`src/rtl/uart_frame_pkg.sv`:
```
`default_nettype none
// +----------------------------------------------------------------------------+
// | Package   : uart_frame_pkg                                                  |
// | Purpose   : Shared constants and state encodings for the 22-bit UART link   |
// |             receiver (frame FSM, byte FSM, header prefix).                  |
// | Revision  : 1.0  initial release                                            |
// +----------------------------------------------------------------------------+
package uart_frame_pkg;

    localparam logic [1:0] HDR_PREFIX      = 2'b10;
    localparam int         BYTES_PER_FRAME = 3;
    localparam int         DATA_W          = 22;

    localparam logic [1:0] FRM_HDR = 2'd0;
    localparam logic [1:0] FRM_B1  = 2'd1;
    localparam logic [1:0] FRM_B2  = 2'd2;

    localparam logic [2:0] BYT_IDLE   = 3'd0;
    localparam logic [2:0] BYT_START  = 3'd1;
    localparam logic [2:0] BYT_DATA   = 3'd2;
    localparam logic [2:0] BYT_STOP   = 3'd3;
    localparam logic [2:0] BYT_PARITY = 3'd4;

    function automatic logic hdr_ok(input logic [7:0] b);
        return b[7:6] == HDR_PREFIX;
    endfunction

endpackage
`default_nettype wire

```
`src/rtl/uart_rx_byte.sv`:
```
`default_nettype none
// +----------------------------------------------------------------------------+
// | Module    : uart_rx_byte                                                    |
// | Purpose   : Two-flop synchronizer plus 8N1 byte deserializer (LSB first).   |
// |             Optional even parity bit when UART_FRAME_RX_PARITY_EN is set.   |
// | Revision  : 1.0  initial release                                            |
// +----------------------------------------------------------------------------+
module uart_rx_byte
    import uart_frame_pkg::*;
#(
    parameter int CLKS_PER_BIT = 868
) (
    input  logic       clk,
    input  logic       rst,
    input  logic       i_rx,
    output logic [7:0] o_byte,
    output logic       o_byte_done,
    output logic       o_byte_err,
    output logic       o_idle,
    output logic       o_start
);

    localparam int CNT_W = $clog2(CLKS_PER_BIT);
    localparam logic [CNT_W-1:0] C_HALF_M1 = CNT_W'(CLKS_PER_BIT / 2 - 1);
    localparam logic [CNT_W-1:0] C_FULL_M1 = CNT_W'(CLKS_PER_BIT - 1);

    logic [1:0]       sync_q, sync_d;
    logic             rx_prev_q;
    logic [2:0]       state_q, state_d;
    logic [CNT_W-1:0] cnt_q, cnt_d;
    logic [2:0]       bit_q, bit_d;
    logic [7:0]       shift_q, shift_d;
    logic             rx_s;
`ifdef UART_FRAME_RX_PARITY_EN
    logic             par_bad_q, par_bad_d;
`endif

    assign rx_s = sync_q[1];

    always_comb begin
        sync_d      = {sync_q[0], i_rx};
        state_d     = state_q;
        cnt_d       = cnt_q;
        bit_d       = bit_q;
        shift_d     = shift_q;
        o_byte_done = 1'b0;
        o_byte_err  = 1'b0;
        o_start     = 1'b0;
`ifdef UART_FRAME_RX_PARITY_EN
        par_bad_d   = par_bad_q;
`endif
        case (state_q)
            // Edge (not level) detection keeps a line stuck low after a bad
            // stop bit from rearming until it has returned high.
            BYT_IDLE: begin
                if (rx_prev_q && !rx_s) begin
                    state_d = BYT_START;
                    cnt_d   = '0;
                    o_start = 1'b1;
                end
            end
            BYT_START: begin
                if (cnt_q == C_HALF_M1) begin
                    cnt_d = '0;
                    bit_d = '0;
                    state_d = rx_s ? BYT_IDLE : BYT_DATA;
                end else begin
                    cnt_d = cnt_q + CNT_W'(1);
                end
            end
            BYT_DATA: begin
                if (cnt_q == C_FULL_M1) begin
                    cnt_d   = '0;
                    shift_d = {rx_s, shift_q[7:1]};
                    bit_d   = bit_q + 3'd1;
                    if (bit_q == 3'd7) begin
`ifdef UART_FRAME_RX_PARITY_EN
                        state_d = BYT_PARITY;
`else
                        state_d = BYT_STOP;
`endif
                    end
                end else begin
                    cnt_d = cnt_q + CNT_W'(1);
                end
            end
`ifdef UART_FRAME_RX_PARITY_EN
            BYT_PARITY: begin
                if (cnt_q == C_FULL_M1) begin
                    cnt_d     = '0;
                    par_bad_d = rx_s ^ (^shift_q);
                    state_d   = BYT_STOP;
                end else begin
                    cnt_d = cnt_q + CNT_W'(1);
                end
            end
`endif
            BYT_STOP: begin
                if (cnt_q == C_FULL_M1) begin
                    cnt_d   = '0;
                    state_d = BYT_IDLE;
`ifdef UART_FRAME_RX_PARITY_EN
                    o_byte_done = rx_s && !par_bad_q;
                    o_byte_err  = !rx_s || par_bad_q;
`else
                    o_byte_done = rx_s;
                    o_byte_err  = !rx_s;
`endif
                end else begin
                    cnt_d = cnt_q + CNT_W'(1);
                end
            end
            default: state_d = BYT_IDLE;
        endcase
    end

    always_ff @(posedge clk or posedge rst) begin
        if (rst) begin
            sync_q    <= 2'b11;
            rx_prev_q <= 1'b1;
            state_q   <= BYT_IDLE;
            cnt_q     <= '0;
            bit_q     <= '0;
            shift_q   <= '0;
`ifdef UART_FRAME_RX_PARITY_EN
            par_bad_q <= 1'b0;
`endif
        end else begin
            sync_q    <= sync_d;
            rx_prev_q <= rx_s;
            state_q   <= state_d;
            cnt_q     <= cnt_d;
            bit_q     <= bit_d;
            shift_q   <= shift_d;
`ifdef UART_FRAME_RX_PARITY_EN
            par_bad_q <= par_bad_d;
`endif
        end
    end

    assign o_byte = shift_q;
    assign o_idle = (state_q == BYT_IDLE);

endmodule
`default_nettype wire

```
`src/rtl/uart_frame_rx.sv`:
```
`default_nettype none
// +----------------------------------------------------------------------------+
// | Module    : uart_frame_rx                                                   |
// | Purpose   : Reassembles 3-byte UART frames into 22-bit words with a valid   |
// |             strobe, inter-byte timeout and error pulse.                     |
// |             Optional macro: UART_FRAME_RX_PARITY_EN (even parity per byte). |
// | Revision  : 1.0  initial release                                            |
// +----------------------------------------------------------------------------+
module uart_frame_rx
    import uart_frame_pkg::*;
#(
    parameter int CLKS_PER_BIT = 868,
    parameter int TIMEOUT_BITS = 32
) (
    input  logic              sys_clock,
    input  logic              reset,
    input  logic              UART_RX,
    output logic [DATA_W-1:0] o_data,
    output logic              o_valid,
    output logic              o_frame_err,
    output logic              o_busy
);

    localparam int TMO_CYCLES = TIMEOUT_BITS * CLKS_PER_BIT;
    localparam int TMO_W      = $clog2(TMO_CYCLES + 1);
    localparam logic [TMO_W-1:0] C_TMO_LAST = TMO_W'(TMO_CYCLES - 1);

    logic [7:0]        rx_byte;
    logic              byte_done, byte_err, byte_idle, byte_start;

    logic [1:0]        fstate_q, fstate_d;
    logic [5:0]        hdr_q, hdr_d;
    logic [7:0]        b1_q, b1_d;
    logic [DATA_W-1:0] data_q, data_d;
    logic              valid_q, valid_d;
    logic              err_q, err_d;
    logic [TMO_W-1:0]  tmo_q, tmo_d;
    logic              timeout;

    uart_rx_byte #(
        .CLKS_PER_BIT (CLKS_PER_BIT)
    ) u_byte (
        .clk         (sys_clock),
        .rst         (reset),
        .i_rx        (UART_RX),
        .o_byte      (rx_byte),
        .o_byte_done (byte_done),
        .o_byte_err  (byte_err),
        .o_idle      (byte_idle),
        .o_start     (byte_start)
    );

    // A start bit arriving on the expiry cycle keeps the frame alive.
    assign timeout = (fstate_q != FRM_HDR) && byte_idle && !byte_start &&
                     (tmo_q == C_TMO_LAST);

    always_comb begin
        fstate_d = fstate_q;
        hdr_d    = hdr_q;
        b1_d     = b1_q;
        data_d   = data_q;
        valid_d  = 1'b0;
        err_d    = 1'b0;
        tmo_d    = tmo_q;

        if (fstate_q == FRM_HDR || byte_start) begin
            tmo_d = '0;
        end else if (byte_idle) begin
            tmo_d = tmo_q + TMO_W'(1);
        end

        if (byte_err || timeout) begin
            fstate_d = FRM_HDR;
            err_d    = 1'b1;
        end else if (byte_done) begin
            case (fstate_q)
                FRM_HDR: begin
                    if (hdr_ok(rx_byte)) begin
                        hdr_d    = rx_byte[5:0];
                        fstate_d = FRM_B1;
                    end else begin
                        err_d = 1'b1;
                    end
                end
                FRM_B1: begin
                    b1_d     = rx_byte;
                    fstate_d = FRM_B2;
                end
                FRM_B2: begin
                    data_d   = {hdr_q, b1_q, rx_byte};
                    valid_d  = 1'b1;
                    fstate_d = FRM_HDR;
                end
                default: fstate_d = FRM_HDR;
            endcase
        end
    end

    always_ff @(posedge sys_clock or posedge reset) begin
        if (reset) begin
            fstate_q <= FRM_HDR;
            hdr_q    <= '0;
            b1_q     <= '0;
            data_q   <= '0;
            valid_q  <= 1'b0;
            err_q    <= 1'b0;
            tmo_q    <= '0;
        end else begin
            fstate_q <= fstate_d;
            hdr_q    <= hdr_d;
            b1_q     <= b1_d;
            data_q   <= data_d;
            valid_q  <= valid_d;
            err_q    <= err_d;
            tmo_q    <= tmo_d;
        end
    end

    assign o_data      = data_q;
    assign o_valid     = valid_q;
    assign o_frame_err = err_q;
    assign o_busy      = (fstate_q != FRM_HDR);

endmodule
`default_nettype wire

```
`config.mk`:
```
export PLATFORM = sky130hd
export DESIGN_NAME = uart_frame_rx
export DESIGN_NICKNAME = d
export VERILOG_FILES = /design/src/rtl/uart_frame_pkg.sv /design/src/rtl/uart_rx_byte.sv /design/src/rtl/uart_frame_rx.sv
export SDC_FILE = /design/constraint.sdc
export NUM_CORES = 1
export LEC_CHECK = 0
export CAP_MARGIN = 40
export CORE_MARGIN = 2
export CORE_UTILIZATION = 40
export DETAILED_ROUTE_END_ITERATION = 12
export MAX_ROUTING_LAYER = met4
export PLACE_DENSITY = 0.6
export SYNTH_ARGS = -nofsm -noshare
export SYNTH_HDL_FRONTEND = slang
export SYNTH_HIERARCHICAL = 1
export SYNTH_SLANG_ARGS = --single-unit
```
`constraint.sdc`:
```
create_clock -name sys_clock -period 5.62 [get_ports sys_clock]
set_clock_uncertainty 0.2 [all_clocks]
set_input_delay 1.124 -clock sys_clock [delete_from_list [all_inputs] [get_ports sys_clock]]
set_output_delay 1.124 -clock sys_clock [all_outputs]
set_load 0.02 [all_outputs]
```
# --- Word-level counts from Yosys, hierarchy flattened ---
# Index checks and enable logic that the tools add are counted.
word_totals:
  inputBits: 3
  output_inout_bits: 25
  word_cells: 90
  register_bits: 82
op_classes:
  reduce_logical: 24
  addsub: 3
  bitwise_logic: 1
  n_mux: 33
  eq_ne: 16
ops:
  columns: ["cell", "n"]
  rows:
  - ["10-bit two-way mux", 3]
  - ["15-bit two-way mux", 2]
  - ["10-bit case mux with 3 select lines", 1]
  - ["3-bit two-way mux", 7]
  - ["15-bit by 1-bit adder with 15-bit output, second input constant", 1]
  - ["15-bit equality test, second input constant", 1]
  - ["1-bit two-way mux", 13]
  - ["3-bit case mux with 4 select lines", 1]
  - ["10-bit by 1-bit adder with 10-bit output, second input constant", 1]
  - ["10-bit equality test, second input constant", 1]
  - ["10-bit by 9-bit equality test with 1-bit output, second input constant", 1]
  - ["2-bit by 1-bit != test with 1-bit output, second input constant", 5]
  - ["3-bit AND reduction", 3]
  - ["2-bit two-way mux", 4]
  - ["2-bit nonzero test", 4]
  - ["3-bit by 2-bit equality test with 1-bit output, second input constant", 2]
  - ["3-bit case mux with 2 select lines", 1]
  - ["2-bit AND reduction", 3]
  - ["5-bit AND reduction", 1]
  - ["2-bit equality test, second input constant", 2]
  - ["1-bit logical AND", 4]
  - ["2-bit case mux with 2 select lines", 1]
  - ["4-bit AND reduction", 1]
  - ["3-bit by 1-bit adder with 3-bit output, second input constant", 1]
  - ["other kinds (11)", 13]

# --- Depth between registers and ports, before layout ---
depth:
  ltp_word: 10
  mapped_depth: 9
  mapped_depth_nobuf: 8

# --- Modules after synthesis ---
# The synthesis kept the hierarchy.
modules_own_cells:
  columns: ["mod", "area_each_um2", "cells_per_inst", "seq_area_each_um2", "n_inst"]
  rows:
  - ["uart_frame_rx", 2416.1, 180, 1376.3, 1]
  - ["uart_rx_byte", 1362.6, 124, 654.4, 1]

# --- Worst setup path before layout ---
# No wires, ideal clock.
synth_timing:
  kind: "reg2reg"
  from: "register u_byte.cnt_q[0]"
  to: "register b1_q[0]"
  path_stages_with_launch: 10
  path_buffers: 1
  arrival_time_ps: 2219
  setup_slack_ps: 3076
  path_cell_list: "dfrtp_1 ha_1 nand4b_2 nor2_1 nand4_1 nor2_1 nor2b_1 o211a_1 buf_6 mux2_4"
synth_rtl:
  columns: ["element", "line", "text"]
  rows:
  - ["from (decl)", "uart_rx_byte.sv:30", "logic [CNT_W-1:0] cnt_q, cnt_d;"]
  - ["from (signal assigned)", "uart_rx_byte.sv:132", "cnt_q <= cnt_d;"]
  - ["10-bit equality test", "uart_rx_byte.sv:99", "if (cnt_q == C_FULL_M1) begin"]
  - ["1-bit two-way mux", "uart_rx_byte.sv:99", null]
  - ["1-bit two-way mux", "uart_rx_byte.sv:52", "case (state_q)"]
  - ["via byte_done", "uart_frame_rx.sv:29", "logic byte_done, byte_err, byte_idle, byte_start;"]
  - ["3-bit AND reduction (no line)", null, null]
  - ["to (signal assigned)", "uart_frame_rx.sv:103", "b1_q <= '0;"]
  - ["to (signal assigned)", "uart_frame_rx.sv:111", "b1_q <= b1_d;"]
  - ["to (decl)", "uart_frame_rx.sv:33", "logic [7:0] b1_q, b1_d;"]
# The timed path passes the listed nets, and every way through them passes these cells.
# A chain may end at the register's enable or synchronous reset.

# --- Final worst setup path ---
# Same ends and word-level chain as after synthesis.

==> run metrics <==
number of cells after detailed placement 437; Pint just over 900 uW; post-layout util 47.9%; maximum root-to-sink buffer count 2; Final Total Pwr roughly 1.2 mW; hold path endpoint u_byte/sync_q[1]; postcts setup bufs 0; Peak supply drop between 0.0001 and 0.00015 V; Total GRT Usage between 10% and 20%; Hold Crit Class flop to flop; largest net degree at the start of global routing 42; clock sink count 81; critical path type flop to flop; first-pass GRT wire length about 12000 microns; port buffer count 27; Yosys warnings 6; Reg power frac roughly 50%; routed len/inst approximately 15 microns; Rows 35; Max Cap Violations 0; number of DRC markers in iteration 0 74; NumNets Final around 350; Initial Utilization between 40 and 50%; Die Height 101 microns; Worst R2R End b1_q[0]; Ports 28; worst skew pair latency 340 ps; vias per cell just over 5; Hold Path Stages 0; RSZ-0062 raised after global routing no; core box area about 0.0092 sq mm; gp weighted congestion approximately 0.77; area post-placement 0.00416 sq mm; top_reg_cell synth dfrtp_1; die area 0.0102 sq mm; Design Area, Final approximately 0.0044 sq mm; critical path launch point type flop; #FFs+latches synth 81; CP endpoint kind flop; Yosys top cell by area dfrtp_1; Synth top area share 51.7%; Crit Path Max Fanout 8; Comb power frac a little over 8%; post-synthesis cell type count 54; Die W ~100 microns; initial antenna violation count 0; Vias ~2300; crit share post-route 54.8%; H-tree depth 3; final non-filler cell total between 400 and 500; CTS tree done; Hold Violations, Final 0; Post-Syn Area roughly 0.0038 sq mm; Net Count, Synth around 310; Max Slew Vio Count 0; Crit path required time around 5700 ps; Pwr per Cell Area 280 mW/mm^2; syn avg cell area approximately 12 sq um; DR DRC count 0; Detail Placement HPWL about 4600 microns; Slew headroom between 40% and 50%; Tightest Pin Transition 895 ps; Final setup viols 0; FF-to-FF path depth 8; status finished, final reports clean; Post-Route WL between 6000 and 7000 microns; Net Switching roughly 310 uW; post-route setup TNS 0 ps; Reg2Reg Setup Slack roughly 2500 ps; Ant. Diodes 0; fraction of registers with async set/reset 100%; Detailed Routing Iterations Pass 1 4; grt ovf 0; post-CTS sizing 0; number of global-route vias before repair around 2400; Mapped Cells around 300; P_leak 1.97 nW; cts bufs inserted 9; clock-pin slew on the worst setup and hold paths roughly 80 ps; share of cells above drive strength 1 about a quarter; Switching Share 24.7%; top cells by area, synth dfrtp_1, mux2_2, mux2_4; RR Startpoint u_byte/cnt_q[0]; number of synthesized flops with an enable pin 0; sequential share of the synthesized area between 50% and 60%; root buffer cell clkbuf_8; Arr. time, crit path 3120 ps; P&R area growth vs syn 16.6%; hold path start u_byte/sync_q[0]; Fillers around 870; post-route antenna net violation count 0; clock share of power a little over two fifths; fmax 0.324 GHz; Hold Buf Count CTS 0; Tmin final a little over 3000 ps
## per-layer routing
layer	vias up	GRT usage, %	wire length, microns
met5	-	-	0
met4	0	5.93	64
met3	7	3.24	191
met2	38	22.7	3060
met1	1147	18.7	3270
li1	1141	-	-
## worst max-delay path, stage by stage (launching register included)
cell and delay, ps:
dfrtp_1 430, ha_1 270, nand4b_2 200, nor2_1 140, nand4_1 160, nor2_1 310, nor2b_1 360, o211a_1 540
mux2_4 340
## power by group through the flow
stage                     clock network (mW)  registers [mW]  logic (mW)
after global routing                   0.551           0.622       0.115
after detailed placement                   0           0.631       0.102
after global placement                     0           0.629      0.0974
after CTS                              0.529           0.619       0.104
final                                  0.514           0.619       0.102
after floorplan                            0           0.619      0.0861
## cells by family after synthesis
group / Yosys count / synth area share, %
AO/OA/AOI/OAI: 31 / 6.46
buffers and inverters: 15 / 2.48
flip-flops: 81 / 53.7
adder cells (fa/ha/maj): 5 / 1.66
AND/OR/NAND/NOR: 110 / 17.4
multiplexers: 49 / 15.3
XOR/XNOR: 13 / 3.01
## final cells by class
| class | count | area (sq um) | area share, % |
|---|---|---|---|
| flip-flops and latches | 81 | 2030 | 46.1 |
| multi-input cells | 208 | 1650 | 37.5 |
| repair buffers | 30 | 313 | 7.10 |
| well taps | 111 | 139 | 3.15 |
| clock buffers | 10 | 128 | 2.90 |
| clock inverters | 6 | 115 | 2.61 |
| inverters | 7 | 26.3 | 0.596 |
## cell usage in the layout (no fill, tap or decap), types with 6 or more instances in the layout
cell	netlist	layout
nand3_1	13	13
dfrtp_1	78	78
clkdlybuf4s50_1	0	27
inv_1	7	6
o21ai_0	11	11
nand4_1	6	6
xor2_1	6	6
nor2_1	24	24
xnor2_1	7	7
mux2_4	8	8
clkbuf_8	0	9
nand2_1	24	24
mux2_2	36	36
## how the worst max path moves through the flow
stage | from | end | slack, ps | cells past startpoint
5_1_grt | u_byte/cnt_q[0] | b1_q[4] | 2330 | 8
6_report | u_byte/cnt_q[0] | b1_q[0] | 2540 | 8
4_1_cts | u_byte/cnt_q[0] | b1_q[2] | 2490 | 8
3_3_place_gp | u_byte/cnt_q[0] | b1_q[0] | 2520 | 8
3_5_place_dp | u_byte/cnt_q[0] | b1_q[5] | 2520 | 8
2_1_floorplan | reset | b1_q[0] | 2950 | 1
## metrics by stage
step                setup WS, ps  hold WS, ps
floorplan                   2950          145
global placement            2520          146
detailed placement          2520          147
CTS                         2490          159
global route                2330          161
finish                      2540          159
## Yosys cell counts, drive strengths merged, types with 6 or more instances
library cell	number
xor2	6
nor2	24
mux2	45
nor3	6
inv	7
o21ai	14
xnor2	7
nand3	14
nand2	24
nand4	7
dfrtp	78
## registers in the layout, indices dropped and copies added, names as in the netlist
signal            cells
b1_q                  8
u_byte/cnt_q         10
o_valid               1
hdr_q                 6
u_byte/rx_prev_q      1
u_byte/sync_q         2
o_data               22
fstate_q              2
tmo_q                15
u_byte/state_q        2
u_byte/o_byte         8
u_byte/bit_q          3
o_frame_err           1
Note: power is estimated with default switching activity, not from simulation.
